File: src/rtl/dsa_pkg.sv
// Shared types and Q8.8 helpers for the bilinear resize scan path.
// Latency: n/a (types, constants and pure functions only).
// Backpressure: n/a.
package dsa_pkg;

  typedef enum logic [2:0] {
    IDLE,
    ISSUE,
    WAIT,
    CAPTURE,
    EMIT,
    FINISH
  } scan_state_t;

  localparam int unsigned FRAC_BITS = 8;
  localparam logic [7:0]  FRAC_MAX  = 8'hFF;

  // Saturating add of a Q8.8 step into a 24-bit Q16.8 accumulator (never wraps).
  function automatic logic [23:0] acc_add(input logic [23:0] acc, input logic [15:0] step);
    logic [24:0] sum;
    sum = {1'b0, acc} + {9'd0, step};
    return sum[24] ? 24'hFF_FFFF : sum[23:0];
  endfunction

  // Edge clamp: keep the +1 neighbour inside the source image.
  function automatic logic [23:0] clamp_coord(input logic [23:0] acc, input logic [15:0] src_dim);
    logic [15:0] last_idx;
    last_idx = src_dim - 16'd1;
    if (acc[23:FRAC_BITS] >= last_idx) begin
      return {src_dim - 16'd2, FRAC_MAX};
    end
    return acc;
  endfunction

endpackage

File: src/rtl/dsa_coord_gen.sv
// Destination raster walker: dst_x/dst_y counters, Q16.8 source accumulators, clamp, address.
// Latency: counters update on the edge after advance/clear; coordinate and address outputs are combinational from state.
// Backpressure: none; advances only when the controller pulses advance.
module dsa_coord_gen
  import dsa_pkg::*;
#(
  parameter int ADDR_WIDTH = 18,
  parameter int DIM_WIDTH  = 10
) (
  input  logic                  clk,
  input  logic                  rst_n,
  input  logic                  clear,
  input  logic                  advance,
  input  logic [DIM_WIDTH-1:0]  src_w,
  input  logic [DIM_WIDTH-1:0]  src_h,
  input  logic [DIM_WIDTH-1:0]  dst_w,
  input  logic [DIM_WIDTH-1:0]  dst_h,
  input  logic [15:0]           step_x,
  input  logic [15:0]           step_y,
  input  logic [ADDR_WIDTH-1:0] base_addr,
  output logic [15:0]           x_int,
  output logic [15:0]           y_int,
  output logic [7:0]            x_frac,
  output logic [7:0]            y_frac,
  output logic [ADDR_WIDTH-1:0] addr,
  output logic                  last_col,
  output logic                  last_row
);

  localparam int PROD_W = 2 * DIM_WIDTH;

  logic [DIM_WIDTH-1:0] dst_x_q, dst_x_d;
  logic [DIM_WIDTH-1:0] dst_y_q, dst_y_d;
  logic [23:0]          acc_x_q, acc_x_d;
  logic [23:0]          acc_y_q, acc_y_d;
  logic [23:0]          clamped_x, clamped_y;
  logic [PROD_W-1:0]    row_off;

  assign last_col = (dst_x_q == dst_w - DIM_WIDTH'(1));
  assign last_row = (dst_y_q == dst_h - DIM_WIDTH'(1));

  // Raster step: x moves along the row, wrapping to the next row at the last column.
  always_comb begin
    dst_x_d = dst_x_q;
    dst_y_d = dst_y_q;
    acc_x_d = acc_x_q;
    acc_y_d = acc_y_q;
    if (clear) begin
      dst_x_d = '0;
      dst_y_d = '0;
      acc_x_d = '0;
      acc_y_d = '0;
    end else if (advance) begin
      if (last_col) begin
        dst_x_d = '0;
        acc_x_d = '0;
        dst_y_d = dst_y_q + DIM_WIDTH'(1);
        acc_y_d = acc_add(acc_y_q, step_y);
      end else begin
        dst_x_d = dst_x_q + DIM_WIDTH'(1);
        acc_x_d = acc_add(acc_x_q, step_x);
      end
    end
  end

  // Counter and accumulator state.
  always_ff @(posedge clk or negedge rst_n) begin
    if (!rst_n) begin
      dst_x_q <= '0;
      dst_y_q <= '0;
      acc_x_q <= '0;
      acc_y_q <= '0;
    end else begin
      dst_x_q <= dst_x_d;
      dst_y_q <= dst_y_d;
      acc_x_q <= acc_x_d;
      acc_y_q <= acc_y_d;
    end
  end

  assign clamped_x = clamp_coord(acc_x_q, 16'(src_w));
  assign clamped_y = clamp_coord(acc_y_q, 16'(src_h));
  assign x_int     = clamped_x[23:FRAC_BITS];
  assign x_frac    = clamped_x[FRAC_BITS-1:0];
  assign y_int     = clamped_y[23:FRAC_BITS];
  assign y_frac    = clamped_y[FRAC_BITS-1:0];

  // Linear destination address; the sum wraps modulo the address space.
  assign row_off = PROD_W'(dst_y_q) * PROD_W'(dst_w);
  assign addr    = base_addr + ADDR_WIDTH'(row_off) + ADDR_WIDTH'(dst_x_q);

endmodule

File: src/rtl/dsa_scan_controller.sv
// Sequential-mode frame scanner: one fetch per destination pixel, bundle handed to the interpolator.
// Latency: ISSUE->fetch_req 1 cycle; CAPTURE one cycle after fetch_valid; bundle valid the cycle after CAPTURE.
// Backpressure: waits for !fetch_busy before issuing; holds out_valid and the bundle stable until out_ready.
module dsa_scan_controller
  import dsa_pkg::*;
#(
  parameter int ADDR_WIDTH = 18,
  parameter int DIM_WIDTH  = 10
) (
  input  logic                   clk,
  input  logic                   rst_n,
  input  logic                   start,
  input  logic                   abort,
  input  logic [DIM_WIDTH-1:0]   src_w,
  input  logic [DIM_WIDTH-1:0]   src_h,
  input  logic [DIM_WIDTH-1:0]   dst_w,
  input  logic [DIM_WIDTH-1:0]   dst_h,
  input  logic [15:0]            step_x,
  input  logic [15:0]            step_y,
  input  logic [ADDR_WIDTH-1:0]  dst_base_addr,
  output logic                   fetch_req,
  output logic [15:0]            fetch_x_int,
  output logic [15:0]            fetch_y_int,
  output logic [15:0]            fetch_frac_x,
  output logic [15:0]            fetch_frac_y,
  input  logic                   fetch_busy,
  input  logic                   fetch_valid,
  input  logic [7:0]             f_p00,
  input  logic [7:0]             f_p01,
  input  logic [7:0]             f_p10,
  input  logic [7:0]             f_p11,
  input  logic [15:0]            f_a,
  input  logic [15:0]            f_b,
  output logic                   out_valid,
  input  logic                   out_ready,
  output logic [7:0]             out_p00,
  output logic [7:0]             out_p01,
  output logic [7:0]             out_p10,
  output logic [7:0]             out_p11,
  output logic [15:0]            out_a,
  output logic [15:0]            out_b,
  output logic [ADDR_WIDTH-1:0]  out_addr,
  output logic                   busy,
  output logic                   done,
  output logic [2*DIM_WIDTH-1:0] pix_count
);

  localparam int PCW = 2 * DIM_WIDTH;

  scan_state_t           state_q;
  logic [DIM_WIDTH-1:0]  src_w_q, src_h_q, dst_w_q, dst_h_q;
  logic [15:0]           step_x_q, step_y_q;
  logic [ADDR_WIDTH-1:0] base_q;
  logic                  fetch_req_q, out_valid_q, done_q;
  logic [7:0]            p00_q, p01_q, p10_q, p11_q;
  logic [15:0]           a_q, b_q;
  logic [ADDR_WIDTH-1:0] out_addr_q;
  logic [PCW-1:0]        pix_count_q;

  logic                  clear, advance;
  logic [7:0]            x_frac, y_frac;
  logic [ADDR_WIDTH-1:0] pix_addr;
  logic                  last_col, last_row;

  // Abort outranks everything, so neither counter update fires in an abort cycle.
  assign clear   = (state_q == IDLE) && start && !abort;
  assign advance = (state_q == EMIT) && out_ready && !abort;

  dsa_coord_gen #(
    .ADDR_WIDTH (ADDR_WIDTH),
    .DIM_WIDTH  (DIM_WIDTH)
  ) u_coord (
    .clk       (clk),
    .rst_n     (rst_n),
    .clear     (clear),
    .advance   (advance),
    .src_w     (src_w_q),
    .src_h     (src_h_q),
    .dst_w     (dst_w_q),
    .dst_h     (dst_h_q),
    .step_x    (step_x_q),
    .step_y    (step_y_q),
    .base_addr (base_q),
    .x_int     (fetch_x_int),
    .y_int     (fetch_y_int),
    .x_frac    (x_frac),
    .y_frac    (y_frac),
    .addr      (pix_addr),
    .last_col  (last_col),
    .last_row  (last_row)
  );

  // Frame sequencer with registered handshake outputs and latched configuration.
  always_ff @(posedge clk or negedge rst_n) begin
    if (!rst_n) begin
      state_q     <= IDLE;
      src_w_q     <= '0;
      src_h_q     <= '0;
      dst_w_q     <= '0;
      dst_h_q     <= '0;
      step_x_q    <= '0;
      step_y_q    <= '0;
      base_q      <= '0;
      fetch_req_q <= 1'b0;
      out_valid_q <= 1'b0;
      done_q      <= 1'b0;
      p00_q       <= '0;
      p01_q       <= '0;
      p10_q       <= '0;
      p11_q       <= '0;
      a_q         <= '0;
      b_q         <= '0;
      out_addr_q  <= '0;
      pix_count_q <= '0;
    end else begin
      fetch_req_q <= 1'b0;
      done_q      <= 1'b0;
      if (abort) begin
        state_q     <= IDLE;
        out_valid_q <= 1'b0;
      end else begin
        case (state_q)
          IDLE: begin
            if (start) begin
              src_w_q     <= src_w;
              src_h_q     <= src_h;
              dst_w_q     <= dst_w;
              dst_h_q     <= dst_h;
              step_x_q    <= step_x;
              step_y_q    <= step_y;
              base_q      <= dst_base_addr;
              pix_count_q <= '0;
              state_q     <= (dst_w == '0 || dst_h == '0) ? FINISH : ISSUE;
            end
          end
          ISSUE: begin
            if (!fetch_busy) begin
              fetch_req_q <= 1'b1;
              state_q     <= WAIT;
            end
          end
          WAIT: begin
            if (fetch_valid) state_q <= CAPTURE;
          end
          CAPTURE: begin
            // p11/a/b only settle on the edge that ends fetch_valid, hence one cycle late.
            p00_q       <= f_p00;
            p01_q       <= f_p01;
            p10_q       <= f_p10;
            p11_q       <= f_p11;
            a_q         <= f_a;
            b_q         <= f_b;
            out_addr_q  <= pix_addr;
            out_valid_q <= 1'b1;
            state_q     <= EMIT;
          end
          EMIT: begin
            if (out_ready) begin
              out_valid_q <= 1'b0;
              pix_count_q <= pix_count_q + PCW'(1);
              state_q     <= (last_col && last_row) ? FINISH : ISSUE;
            end
          end
          FINISH: begin
            done_q  <= 1'b1;
            state_q <= IDLE;
          end
          default: state_q <= IDLE;
        endcase
      end
    end
  end

  assign fetch_req    = fetch_req_q;
  assign fetch_frac_x = {x_frac, 8'h00};
  assign fetch_frac_y = {y_frac, 8'h00};
  assign out_valid    = out_valid_q;
  assign out_p00      = p00_q;
  assign out_p01      = p01_q;
  assign out_p10      = p10_q;
  assign out_p11      = p11_q;
  assign out_a        = a_q;
  assign out_b        = b_q;
  assign out_addr     = out_addr_q;
  assign busy         = (state_q != IDLE);
  assign done         = done_q;
  assign pix_count    = pix_count_q;

endmodule

File: config.mk
export PLATFORM = sky130hd
export DESIGN_NAME = dsa_scan_controller
export DESIGN_NICKNAME = d
export VERILOG_FILES = /design/src/rtl/dsa_pkg.sv /design/src/rtl/dsa_coord_gen.sv /design/src/rtl/dsa_scan_controller.sv
export SDC_FILE = /design/constraint.sdc
export NUM_CORES = 1
export LEC_CHECK = 0
export BUFFER_PORTS_ARGS = -buffer_cell sky130_fd_sc_hd__buf_2
export CAP_MARGIN = 20
export CORE_MARGIN = 5
export CORE_UTILIZATION = 50
export DETAILED_ROUTE_END_ITERATION = 10
export MAX_ROUTING_LAYER = met4
export PLACE_DENSITY = 0.73
export RECOVER_POWER = 100
export SKIP_CTS_REPAIR_TIMING = 1
export SYNTH_ARGS = -nofsm -noshare
export SYNTH_HDL_FRONTEND = slang
export SYNTH_SLANG_ARGS = --single-unit
File: constraint.sdc
create_clock -name clk -period 6.3 [get_ports clk]
set_input_delay 1.26 -clock clk [delete_from_list [all_inputs] [get_ports clk]]
set_output_delay 1.26 -clock clk [all_outputs]
set_load 0.03 [all_outputs]
==> metrics.yaml, run 1 <==
outcome: "finished, violations left"
violations: "capacitance limit, slew limit"
dieArea_mm2: 0.0405
vias: 15500
min_period_ns: 5.90
synth_cells: 2142
grtUsageTotal_pct: 24.1
start_util_pct: 50.3
timing.final.crit_share_pct: 93.7
fin_util_pct: 58.1
dieWidth_um: 201
final_antenna_net_count: 0
cp-end-kind: "primary output"
power.total_mw: 9.41
num_rows: 70
synth_flop_cell: "dfrtp_1"
htree_levels: 2
path_max_fanout: 24
p_sw_share_pct: 45.1
grt_pass1_wl_um: 78800
final_cell_count_no_fill: 2910
min_path_type: "reg2reg"
slew_violations: 342
drcViolationCount: 0
max_freq_mhz: 169
start_kind: "flip-flop"
cp.arrival_ns: 4.64
slowest_delay_ns: 0.44
leakage_nw: 10.9
avgViaCountPerCell: 5.33
power_frac_clock_pct: 21.2
coreArea_mm2: 0.0363
nNetsFinal: 2780
drt-total-wl_um: 48300
crit_slowest_cell: "clkbuf_2"
cp.required_ns: 5.04
overflow: 0
gp_congestion: 0.894
synth_warnings: 0
synth.avg_cell_area_um2: 8.54
cts_root_buffer: "clkbuf_16"
clk_path_buf_depth: 3
dp_cells: 2843
ys_seq_area_share_pct: 36.4
cts_tree: "yes"
synth_area_leaders: "dfrtp_1 36%, nand2_1 13%, fa_1 10%"
cts_buffers: 34
rsz0062_at_grt: "no"
synth-edff-count: 0
path_delay_family: "simple AND/OR/NAND/NOR gates"
hpwl_um: 36000
clk_latency_ns: 0.54
slew_headroom_pct: -171
antenna_found_initial: 7
clock_sinks: 266
ys_seq_elements: 266
grt_max_degree: 129
worstSetupPathType: "reg2out"
grt_pass1_vias: 15500
combPwrFrac_pct: 47.6
die_y_um: 201
ir_worst_vdd_v: 0.000389
drive_above_1_share_pct: 10.7
yosysTopAreaCell: "dfrtp_1"
powerDensity_mw_per_mm2: 445
io_pins: 331
synth_cell_types: 64
cp_cell_sequence: "inv_1, ha_1, nand3b_1, nor3_1, o31ai_1, xor2_1, ha_1, a21oi_1, nor2b_1, o21ai_0, nand2b_1, nor4_1, o21ai_1, nand3_1, and2_0, clkbuf_2, mux2_2, clkbuf_2"
tns_ns: 0
hold_viol: 0
io_buffers: 314
yosysMostFrequentCell: "nand2_1"
synth_common_cells: "624 x nand2_1, 266 x dfrtp_1, 147 x inv_1"
fin_worst_skew_ns: 0.0188
first_pass_iters: 5
syn2layout_area_growth_pct: 15.5
drt_iter0_drc: 829
clk_pin_slew_worst_paths_ns: 0.06
worstMarginPinSlew_ns: 4.06
max-cap-violations: 6
setup_violations: 0
power.share.sequential_pct: 31.3
async_flop_share_pct: 100
cp.buffers_inverters: 3
intPower_mw: 5.16
wl_per_cell_um: 16.6
switchingPower_mw: 4.24
netlist.area_leader.share_pct: 36.4
syn-cell-area_mm2: 0.0183
-- cell type report --
cell class | instances | area, um^2
Sequential cell | 266 | 6660
Antenna cell | 8 | 20.0
Timing Repair Buffer | 333 | 1520
Clock buffer | 49 | 1040
Inverter | 147 | 552
Multi-Input combinational cell | 1629 | 10600
Tap cell | 468 | 586
Clock inverter | 10 | 110
Fill cell | 3324 | 15200
-- metrics by stage --
stage | worst slack [ns] | area (um^2) | hold slack [ns]
2_1_floorplan | 0.961 | 18300 | 0.452
3_3_place_gp | 0.777 | 20200 | 0.452
3_5_place_dp | 0.595 | 20200 | 0.457
4_1_cts | 0.427 | 21400 | 0.471
5_1_grt | 0.0704 | 21100 | 0.496
6_report | 0.399 | 21100 | 0.470
-- layer usage --
| metal | wire length, um | up-vias | GRT usage (%) |
|---|---|---|---|
| li1 | - | 7495 | - |
| met2 | 23600 | 365 | 39.4 |
| met1 | 21200 | 7564 | 31.3 |
| met4 | 1280 | 0 | 7.47 |
| met5 | 0 | - | - |
| met3 | 2290 | 86 | 3.69 |
-- worst paths after layout --
kind / startpoint / end / slack, ns / cells past startpoint
setup reg to reg: dst_w_q[3] / out_addr[16] / 0.50 / 18
max in group asynchronous: rst_n / base_q[7] / 1.40 / 2
min in group asynchronous: rst_n / out_b[7] / 2.14 / 1
hold / removal: out_p10[5] / out_p10[5] / 0.47 / 2
hold reg to reg: out_p10[5] / out_p10[5] / 0.47 / 2
setup / recovery: src_w_q[2] / fetch_x_int[5] / 0.40 / 18
-- logic make-up after synthesis --
group | synth area share (%)
and+or+nand+nor | 23.3
AOI/OAI and AO/OA | 9.62
DFF | 36.4
buffers and inverters | 5.80
adders and majority gates | 18.0
xor gates and xnor gates | 5.79
muxes | 1.07
other | 0.0205
-- cells in the final DEF (no fill, tap or decap), types with 7 or more instances in the layout --
| cell | synthesis | routed |
|---|---|---|
| a211oi_1 | 11 | 11 |
| a21o_1 | 29 | 29 |
| a21oi_1 | 57 | 58 |
| a22o_1 | 7 | 7 |
| a31oi_1 | 9 | 9 |
| and2_1 | 54 | 50 |
| and3_1 | 17 | 17 |
| buf_2 | 5 | 161 |
| buf_4 | 17 | 10 |
| clkbuf_1 | 85 | 154 |
| clkbuf_16 | 0 | 37 |
| clkbuf_2 | 0 | 11 |
| clkbuf_8 | 0 | 7 |
| conb_1 | 1 | 16 |
| dfrtp_1 | 266 | 266 |
| diode_2 | 0 | 8 |
| fa_1 | 91 | 91 |
| ha_1 | 117 | 117 |
| inv_1 | 147 | 147 |
| mux2_2 | 12 | 11 |
| nand2_1 | 624 | 625 |
| nand2b_1 | 33 | 33 |
| nand3_1 | 28 | 28 |
| nand4_1 | 16 | 16 |
| nor2_1 | 107 | 106 |
| nor2b_1 | 7 | 7 |
| nor3_1 | 34 | 34 |
| nor4_1 | 13 | 12 |
| o21a_1 | 10 | 10 |
| o21ai_0 | 117 | 118 |
| or3_1 | 11 | 11 |
| or4_1 | 7 | 8 |
| xnor2_1 | 74 | 74 |
| xor2_1 | 47 | 47 |
-- tightest hold or removal path: cells and delay by family (launching register included) --
| kind | cells | cell delay, ns |
|---|---|---|
| flops | 1 | 0.34 |
| simple gates | 2 | 0.10 |
-- sequential cells by signal, indices dropped and copies added (netlist names) --
signal,flops
base_q,18
out_p10,8
dst_h_q,10
out_a,16
dst_w_q,10
out_p11,8
step_x_q,16
u_coord.acc_x_q,24
out_p00,8
done,1
step_y_q,16
out_p01,8
state_q,3
out_b,16
out_valid,1
src_h_q,10
u_coord.acc_y_q,24
fetch_req,1
u_coord.dst_x_q,10
src_w_q,10
pix_count,20
u_coord.dst_y_q,10
out_addr,18
-- power by group through the flow --
stage	Combinational, mW	Clock, mW	Sequential (mW)
global placement	4.46	0	2.93
finish	4.47	1.99	2.94
CTS	4.61	2.04	2.93
global route	5.01	2.11	3.04
detailed placement	4.57	0	2.95
floorplan	3.10	0	3.16
Note: power is estimated with default switching activity, not from simulation.
==> run 2, diff against run 1 <==
--- a/config.mk
+++ b/config.mk
@@ -7,6 +7,7 @@
 export LEC_CHECK = 0
 export BUFFER_PORTS_ARGS = -buffer_cell sky130_fd_sc_hd__buf_2
 export CAP_MARGIN = 20
+export CORE_ASPECT_RATIO = 0.8
 export CORE_MARGIN = 5
 export CORE_UTILIZATION = 50
 export DETAILED_ROUTE_END_ITERATION = 10
==> run 2 against run 1 <==
Critical endpoint unchanged. First-iteration DRC count up 23%. Power shrank 2.4%. The flow still finishes with violations (capacitance limit, slew limit). Design area down 0.60%.
==> metrics.yaml, run 2 (synthesis results as in run 1) <==
clk_latency_ns: 0.57
grt_max_degree: 146
leakage_nw: 10.8
tns_ns: 0
drt_iter0_drc: 1020
wl_met2_um: 23200
highest_layer: "met4"
clk_path_buf_depth: 3
final_cell_count_no_fill: 2916
cts_buffers: 30
min_path_type: "reg2reg"
ir_worst_vdd_v: 0.000357
fin_worst_skew_ns: 0.0110
final_antenna_net_count: 0
final_area_mm2: 0.0210
final_common_cell: "nand2_1"
cp.arrival_ns: 4.58
placed_area_mm2: 0.0202
r2r_slack_ns: 0.49
dp_cells: 2852
cp-end-kind: "primary output"
first_pass_iters: 5
outcome: "finished, violations left"
drcViolationCount: 0
start_util_pct: 50.8
slew_headroom_pct: -115
clk_pin_slew_worst_paths_ns: 0.07
power.total_mw: 9.18
max-cap-violations: 5
clock_sinks: 266
grtUsageTotal_pct: 23.8
start_kind: "flip-flop"
layout_setup_ws_ns: 0.458
htree_levels: 1
dieArea_mm2: 0.0405
fin_util_pct: 58.3
powerDensity_mw_per_mm2: 437
rsz0062_at_grt: "no"
worstSetupPathType: "reg2out"
drive_above_1_share_pct: 10.7
io_pins: 331
nNetsFinal: 2774
grt_pass1_wl_um: 78400
die_y_um: 181
wl_per_cell_um: 16.5
worstMarginPinSlew_ns: 3.23
wl_met3_um: 2410
hpwl_um: 35400
drt-total-wl_um: 48200
cts_tree: "yes"
path_max_fanout: 24
min_period_ns: 5.84
dieWidth_um: 224
syn2layout_area_growth_pct: 14.8
pre_cts_ws_ns: 0.550
overflow: 0
num_rows: 62
avgViaCountPerCell: 5.34
vias: 15600
holdWs_ns: 0.472
violations: "capacitance limit, slew limit"
hold_viol: 0
slew_violations: 381
timing.final.crit_share_pct: 92.7
cp.required_ns: 5.04
antenna_found_initial: 5
grt_pass1_vias: 15600
max_freq_mhz: 171
gp_congestion: 0.911
io_buffers: 314
setup_violations: 0
cts_root_buffer: "clkbuf_16"
coreArea_mm2: 0.0360
wl_met1_um: 21100
most-common-layout-cells: "625 x nand2_1, 266 x dfrtp_1, 163 x buf_2"
run 2: cell count changes in the layout (fill, tap and decap cells not counted), sizes merged:
| cell | change |
|---|---|
| clkbuf | -12 |
| clkinv | +4 |
| clkinvlp | +2 |
| buf | +1 |
| bufinv | +1 |
| diode | -1 |
| inv | -1 |
run 2: report_power, final:
group / switching (mW) / total, mW / internal [mW]
clock: 0.738 / 1.80 / 1.06
sequential: 0.617 / 2.92 / 2.30
combinational: 2.85 / 4.47 / 1.62
run 2: final timing paths:
kind                                         start                  end  cells after the start
min in group asynchronous                    rst_n             out_b[1]                      1
max in group asynchronous                    rst_n  u_coord.acc_x_q[23]                      2
worst min register to register           out_a[11]            out_a[11]                      2
worst max register to register  u_coord.dst_y_q[3]         out_addr[16]                     18
worst min-delay path                     out_a[11]            out_a[11]                      2
worst max-delay path                    src_w_q[1]       fetch_x_int[5]                     18
run 2: layout make-up:
| class | count | area, um^2 |
|---|---|---|
| diodes | 7 | 17.5 |
| clock buffers | 40 | 840 |
| clock inverters | 16 | 166 |
| fillers | 3377 | 15000 |
| inverters | 147 | 552 |
| multi-input cells | 1629 | 10600 |
| flip-flops and latches | 266 | 6660 |
| well taps | 480 | 601 |
| repair buffers | 331 | 1520 |
run 2: critical path, stage by stage, from the launching register on:
cell and delay (ns):
dfrtp_1 0.40, inv_1 0.16, ha_1 0.29, nand3b_1 0.18, nor3_1 0.33, o31ai_1 0.17
xor2_1 0.17, ha_1 0.31, a21oi_1 0.17, nor2b_1 0.07, o21ai_0 0.14, nand2b_1 0.10
nor4_1 0.15, o21ai_1 0.10, nand3_1 0.28, and2_0 0.18, buf_4 0.26, mux2_2 0.37
clkbuf_2 0.18
run 2: layer usage:
layer,GRT usage [%],vias to the layer above
met5,-,-
met4,7.32,0
met3,3.93,106
met2,38.5,391
met1,31.1,7567
li1,-,7502
